## src/rtl/fsmc_wb_pkg.sv

```systemverilog
// Shared types and constants for the FSMC to Wishbone bridge.
// State encoding, byte-lane selects and the abort read pattern.
package fsmc_wb_pkg;

  typedef enum logic [1:0] {
    S_IDLE,
    S_REQ,
    S_DONE,
    S_ABORT
  } state_e;

  localparam logic [3:0]  SEL_LO    = 4'b0011;
  localparam logic [3:0]  SEL_HI    = 4'b1100;
  localparam logic [15:0] ABORT_PAT = 16'hDEAD;

endpackage

```

## src/rtl/fsmc_sync.sv

```systemverilog
// N-bit multi-stage synchronizer bank for asynchronous active-low strobes.
// All flops reset to 1 so strobes read as deasserted.
module fsmc_sync #(
  parameter int N      = 5,
  parameter int STAGES = 2
) (
  input  logic         clk,
  input  logic         rst_n,
  input  logic [N-1:0] d_i,
  output logic [N-1:0] q_o
);

  logic [N-1:0] stg_q [STAGES];

  always_ff @(posedge clk or negedge rst_n) begin
    if (!rst_n) begin
      for (int i = 0; i < STAGES; i++) stg_q[i] <= '1;
    end else begin
      stg_q[0] <= d_i;
      for (int i = 1; i < STAGES; i++) stg_q[i] <= stg_q[i-1];
    end
  end

  assign q_o = stg_q[STAGES-1];

endmodule

```

## src/rtl/fsmc_wb_bridge.sv

```systemverilog
// FSMC async SRAM-style slave to Wishbone classic master bridge.
// Optional ack timeout/abort enabled by defining FSMC_WB_TIMEOUT_EN.
module fsmc_wb_bridge
  import fsmc_wb_pkg::*;
#(
  parameter int                 FSMC_AW        = 16,
  parameter int                 WB_AW          = 32,
  parameter logic [WB_AW-1:0]   ADR_BASE       = '0,
  parameter int                 SYNC_STAGES    = 2,
  parameter int                 TIMEOUT_CYCLES = 255
) (
  input  logic               clk,
  input  logic               rst_n,
  input  logic [FSMC_AW-1:0] fsmc_adr,
  input  logic [15:0]        fsmc_dat_i,
  output logic [15:0]        fsmc_dat_o,
  output logic               fsmc_dat_oe,
  input  logic               fsmc_ce_n,
  input  logic               fsmc_we_n,
  input  logic               fsmc_oe_n,
  input  logic               fsmc_ub_n,
  input  logic               fsmc_lb_n,
  output logic               fsmc_nwait,
  output logic [WB_AW-1:0]   wb_adr_o,
  output logic [31:0]        wb_dat_o,
  input  logic [31:0]        wb_dat_i,
  output logic [3:0]         wb_sel_o,
  output logic               wb_cyc_o,
  output logic               wb_stb_o,
  output logic               wb_we_o,
  input  logic               wb_ack_i,
  output logic               err_o,
  input  logic               err_clr_i
);

  logic ce_s, we_s, oe_s, ub_s, lb_s;

  fsmc_sync #(
    .N      (5),
    .STAGES (SYNC_STAGES)
  ) u_sync (
    .clk   (clk),
    .rst_n (rst_n),
    .d_i   ({fsmc_ce_n, fsmc_we_n, fsmc_oe_n, fsmc_ub_n, fsmc_lb_n}),
    .q_o   ({ce_s, we_s, oe_s, ub_s, lb_s})
  );

  state_e            state_q;
  logic              cyc_q, we_q, rd_q, hi_q;
  logic [3:0]        sel_q;
  logic [WB_AW-1:0]  adr_q;
  logic [31:0]       wdat_q;
  logic [15:0]       rdat_q;

  logic start_d, hi_d;
  // exactly one of we/oe, at least one lane
  assign start_d = !ce_s && (we_s ^ oe_s) && !(ub_s && lb_s);
  assign hi_d    = !ub_s && lb_s;

`ifdef FSMC_WB_TIMEOUT_EN
  localparam int TW = $clog2(TIMEOUT_CYCLES + 1);
  logic [TW-1:0] tmo_q;
  logic          tmo_hit;
  logic          err_q;
  assign tmo_hit = (state_q == S_REQ) && !wb_ack_i &&
                   (tmo_q == TW'(TIMEOUT_CYCLES - 1));
`endif

  always_ff @(posedge clk or negedge rst_n) begin
    if (!rst_n) begin
      state_q <= S_IDLE;
      cyc_q   <= 1'b0;
      we_q    <= 1'b0;
      rd_q    <= 1'b0;
      hi_q    <= 1'b0;
      sel_q   <= '0;
      adr_q   <= '0;
      wdat_q  <= '0;
      rdat_q  <= '0;
`ifdef FSMC_WB_TIMEOUT_EN
      tmo_q   <= '0;
`endif
    end else begin
      unique case (state_q)
        S_IDLE: begin
          if (start_d) begin
            state_q <= S_REQ;
            cyc_q   <= 1'b1;
            we_q    <= !we_s;
            rd_q    <= we_s;
            hi_q    <= hi_d;
            sel_q   <= hi_d ? SEL_HI : SEL_LO;
            adr_q   <= ADR_BASE + WB_AW'(fsmc_adr);
            if (!we_s) wdat_q <= hi_d ? {fsmc_dat_i, 16'h0} : {16'h0, fsmc_dat_i};
            else       wdat_q <= '0;
`ifdef FSMC_WB_TIMEOUT_EN
            tmo_q   <= '0;
`endif
          end
        end
        S_REQ: begin
          if (wb_ack_i) begin
            state_q <= S_DONE;
            cyc_q   <= 1'b0;
            we_q    <= 1'b0;
            if (rd_q) rdat_q <= hi_q ? wb_dat_i[31:16] : wb_dat_i[15:0];
`ifdef FSMC_WB_TIMEOUT_EN
          end else if (tmo_hit) begin
            state_q <= S_ABORT;
            cyc_q   <= 1'b0;
            we_q    <= 1'b0;
            if (rd_q) rdat_q <= ABORT_PAT;
          end else begin
            tmo_q   <= tmo_q + 1'b1;
`endif
          end
        end
        S_DONE, S_ABORT: begin
          if (ce_s) state_q <= S_IDLE;
        end
        default: state_q <= S_IDLE;
      endcase
    end
  end

`ifdef FSMC_WB_TIMEOUT_EN
  always_ff @(posedge clk or negedge rst_n) begin
    if (!rst_n)         err_q <= 1'b0;
    else if (err_clr_i) err_q <= 1'b0;
    else if (tmo_hit)   err_q <= 1'b1;
  end
  assign err_o = err_q;
`else
  logic unused_err_clr;
  assign unused_err_clr = err_clr_i;
  assign err_o = 1'b0;
`endif

  assign wb_cyc_o    = cyc_q;
  assign wb_stb_o    = cyc_q;
  assign wb_we_o     = we_q;
  assign wb_sel_o    = sel_q;
  assign wb_adr_o    = adr_q;
  assign wb_dat_o    = wdat_q;
  assign fsmc_dat_o  = rdat_q;
  assign fsmc_nwait  = (state_q != S_REQ);
  assign fsmc_dat_oe = ((state_q == S_DONE) || (state_q == S_ABORT)) &&
                       rd_q && !oe_s;

endmodule

```

## config.mk

```make
export PLATFORM = sky130hd
export DESIGN_NAME = fsmc_wb_bridge
export DESIGN_NICKNAME = d
export VERILOG_FILES = /design/src/rtl/fsmc_wb_pkg.sv /design/src/rtl/fsmc_sync.sv /design/src/rtl/fsmc_wb_bridge.sv
export SDC_FILE = /design/constraint.sdc
export NUM_CORES = 1
export LEC_CHECK = 0
export CAP_MARGIN = 20
export CORE_MARGIN = 2
export CORE_UTILIZATION = 41
export DETAILED_ROUTE_END_ITERATION = 10
export MAX_ROUTING_LAYER = met4
export PLACE_DENSITY = 0.83
export SLEW_MARGIN = 20
export SYNTH_ARGS = -nofsm -noshare
export SYNTH_HDL_FRONTEND = slang
export SYNTH_SLANG_ARGS = --single-unit
```

## constraint.sdc

```tcl
create_clock -name clk -period 2.29 [get_ports clk]
set_input_delay 0.458 -clock clk [delete_from_list [all_inputs] [get_ports clk]]
set_output_delay 0.458 -clock clk [all_outputs]
set_load 0.05 [all_outputs]
```

==> results.sh <==
export IMPL_hold_viol=0
export IMPL_path_delay_family="buffers and inverters"
export IMPL_cts_buffers=9
export IMPL_h_tree_depth=3
export IMPL_finalCritPeriodShare=0.8826
export IMPL_fin_nets=479
export IMPL_cts_tree="yes"
export IMPL_gp_congestion=0.7172
export IMPL_drc=0
export IMPL_cts_root_buffer="clkbuf_8"
export IMPL_maxCapViolations=0
export IMPL_setup_viol=0
export IMPL_firstDrtPassIters=4
export IMPL_worstPathMaxFanout=3
export IMPL_vias=2595
export IMPL_dpl_hpwl_mm=5.835
export IMPL_synth_cell_types=31
export IMPL_p_sw_mw=3.606
export IMPL_fin_area_um2=5107
export IMPL_grt_pass1_vias=2644
export IMPL_die_y_um=95.48
export IMPL_cts_hold_buf=0
export IMPL_vdd_ir_drop_worst_mv=0.7702
export IMPL_worstPathRequired_ns=1.83
export IMPL_netSwitchingFraction=0.4686
export IMPL_clk_latency_ns=0.35
export IMPL_vias_per_cell=5.029
export IMPL_cts_setup_buffers=0
export IMPL_cts_sinks=81
export IMPL_initial_utilization=0.4197
export IMPL_power_frac_comb=0.557
export IMPL_reg2reg_slack_ns=0.51
export IMPL_grt_pass1_wl_mm=12.83
export IMPL_cp_cell_sequence="clkdlybuf4s50_1"
export IMPL_syn_inst=265
export IMPL_startpoint_type="flip-flop"
export IMPL_critPathKind="flip-flop to primary output"
export IMPL_syn2layout_area_growth_pct=48.87
export IMPL_max_stage_delay_ns=0.82
export IMPL_fin_skew_ns=0.01256
export IMPL_status="finished, final reports clean"
export IMPL_min_path_type="input pin to async pin"
export IMPL_clk_pin_slew_worst_paths_ns=0.08
export IMPL_p_per_area_nw_per_um2=1507
export IMPL_ys_warn_count=0
export IMPL_antenna_found_initial=0
export IMPL_path_buf_inv=1
export IMPL_postRouteAntennaNets=0
export IMPL_grt_usage=0.1902
export IMPL_postRouteWirelength_mm=7.985
export IMPL_layout_drive_gt1_share=0.1387
export IMPL_rsz0062_at_grt="no"
export IMPL_ys_seq_area_frac=0.5945
export IMPL_intPower_mw=4.089
export IMPL_dpl_cell_area_um2=4910
export IMPL_end_kind="primary output"
export IMPL_slew_headroom=0.3198
export IMPL_syn_area_per_cell_um2=12.95
export IMPL_cp_data_arrival_time_ns=1.56
export IMPL_drt_wirelength_per_cell_um=15.47
export IMPL_cts_buffer_depth=2
export IMPL_dieArea_um2=9115
export IMPL_crit_slowest_cell="clkdlybuf4s50_1"
export IMPL_grt_max_degree=49
export IMPL_power_frac_seq=0.308
export IMPL_grt_overflow_total=0
export IMPL_tightest_slew_ns=1.017
export IMPL_rows=33
export IMPL_drv_slew=0
export IMPL_timing_fmax_mhz=494.8
export IMPL_p_leak_nw=2.198
export IMPL_io_pins=163
export IMPL_netlist_area_um2=3431
export IMPL_core_um2=8175
export IMPL_period_minus_slack_ns=2.021
export IMPL_ctsResizeCount=0
export IMPL_setup_tns_ns=0
export IMPL_io_buffer_count=144
export IMPL_p_clk_frac=0.135
export IMPL_n_antenna_cell=0
export IMPL_fp_dieW_um=95.48
export IMPL_ys_seq_elements=81
export IMPL_drtIter0Drc=85
==> registers in the layout (all words and copies together) (netlist names) <==
register,cells
wb_cyc_o,1
wb_dat_o,32
wb_adr_o,16
fsmc_dat_o,16
u_sync.q_o,5
wb_sel_o,2
state_q,2
u_sync.stg_q,5
wb_we_o,1
rd_q,1
==> metal layers <==
| metal | wire, um | track usage | vias up |
|---|---|---|---|
| met5 | 0 | - | - |
| met1 | 3184 | 0.2155 | 1250 |
| li1 | - | - | 1221 |
| met2 | 4070 | 0.3204 | 110 |
| met4 | 137 | 0.07738 | 0 |
| met3 | 593 | 0.05059 | 14 |
==> cell usage after synthesis (all sizes together) <==
| cell | n | area, um^2 |
|---|---|---|
| mux2 | 16 | 180.2 |
| inv | 3 | 11.26 |
| nor4b | 1 | 23.77 |
| nand3b | 1 | 7.510 |
| xor2 | 1 | 8.760 |
| clkbuf | 11 | 41.29 |
| buf | 28 | 205.2 |
| and2 | 1 | 6.260 |
| or3 | 1 | 6.260 |
| nor3 | 2 | 10.01 |
| nand3 | 1 | 10.01 |
| nand2 | 24 | 90.09 |
| nand4b | 1 | 8.760 |
| o21ai | 17 | 85.08 |
| a22oi | 1 | 7.510 |
| a32o | 16 | 160.2 |
| a22o | 33 | 289.0 |
| o311ai | 1 | 8.760 |
| o22ai | 1 | 6.260 |
| mux2i | 17 | 170.2 |
| conb | 1 | 3.750 |
| dfrtp | 71 | 1777 |
| a21oi | 1 | 5.000 |
| o31ai | 1 | 7.510 |
| o22a | 1 | 8.760 |
| dfstp | 10 | 262.8 |
| nor3b | 2 | 26.28 |
| nor2 | 1 | 3.750 |
==> path summary, 6_finish.rpt <==
check,startpoint,to,cells past startpoint
setup / recovery,wb_dat_o[30]$_DFFE_PN0P_,wb_dat_o[30],1
hold / removal,rst_n,wb_dat_o[1]$_DFFE_PN0P_,1
setup reg to reg,u_sync.q_o[1]$_DFF_PN1_,wb_dat_o[24]$_DFFE_PN0P_,3
hold reg to reg,u_sync.stg_q[7]$_DFF_PN1_,u_sync.q_o[2]$_DFF_PN1_,0
max in group asynchronous,rst_n,u_sync.stg_q[7]$_DFF_PN1_,2
min in group clk,u_sync.stg_q[7]$_DFF_PN1_,u_sync.q_o[2]$_DFF_PN1_,0
==> power by group through the flow <==
stage / Combinational [mW] / Clock [mW] / Sequential (mW)
final: 4.29 / 1.04 / 2.37
after global routing: 4.48 / 1.15 / 2.45
after CTS: 4.32 / 1.07 / 2.37
after detailed placement: 4.31 / 0 / 2.40
after global placement: 4.26 / 0 / 2.37
after floorplan: 1.10 / 0 / 4.12
==> cells by family (layout without fill, tap and decap cells) <==
group | Yosys count | in the layout | synth area share
AND/OR/NAND/NOR | 35 | 35 | 0.05617
flip-flops | 81 | 81 | 0.5945
AO/OA/AOI/OAI | 72 | 72 | 0.1685
buffers and inverters | 42 | 172 | 0.07513
other | 1 | 17 | 0.001093
XOR/XNOR | 1 | 1 | 0.002553
multiplexers | 33 | 33 | 0.1021
==> per-stage QoR <==
| step | std cells | hold slack [ns] | setup WS (ns) | util | power (mW) |
|---|---|---|---|---|---|
| floorplan | 281 | 0.1624 | 0.2038 | - | 5.218 |
| detailed placement | 500 | 0.3470 | 0.5040 | 0.6006 | 6.704 |
| global placement | 500 | 0.3463 | 0.5397 | 0.6006 | 6.624 |
| CTS | 516 | 0.06180 | 0.2510 | 0.6247 | 7.760 |
| finish | 516 | 0.05438 | 0.2688 | 0.6247 | 7.695 |
| global route | 516 | 0.06713 | 0.1982 | 0.6247 | 8.078 |
==> cell usage in the layout, fill, tap and decap left out, drive strengths merged, types with 2 or more instances in the layout <==
cell type        n
clkdlybuf4s50  139
clkbuf          12
buf             14
inv              3
o21ai           17
clkinvlp         3
nor3             2
nor3b            2
nand2           24
mux2            16
dfstp           10
conb            17
a32o            16
a22o            33
mux2i           17
dfrtp           71
==> final cells by class <==
class,count,area [um^2]
fill,637,3068
sequential,81,2039
timing repair buffer,153,1534
multi-input combinational,158,1194
clock buffer,12,145.1
tap,105,131.4
clock inverter,4,52.55
inverter,3,11.26
No activity file was read; power rests on OpenSTA's default activity.
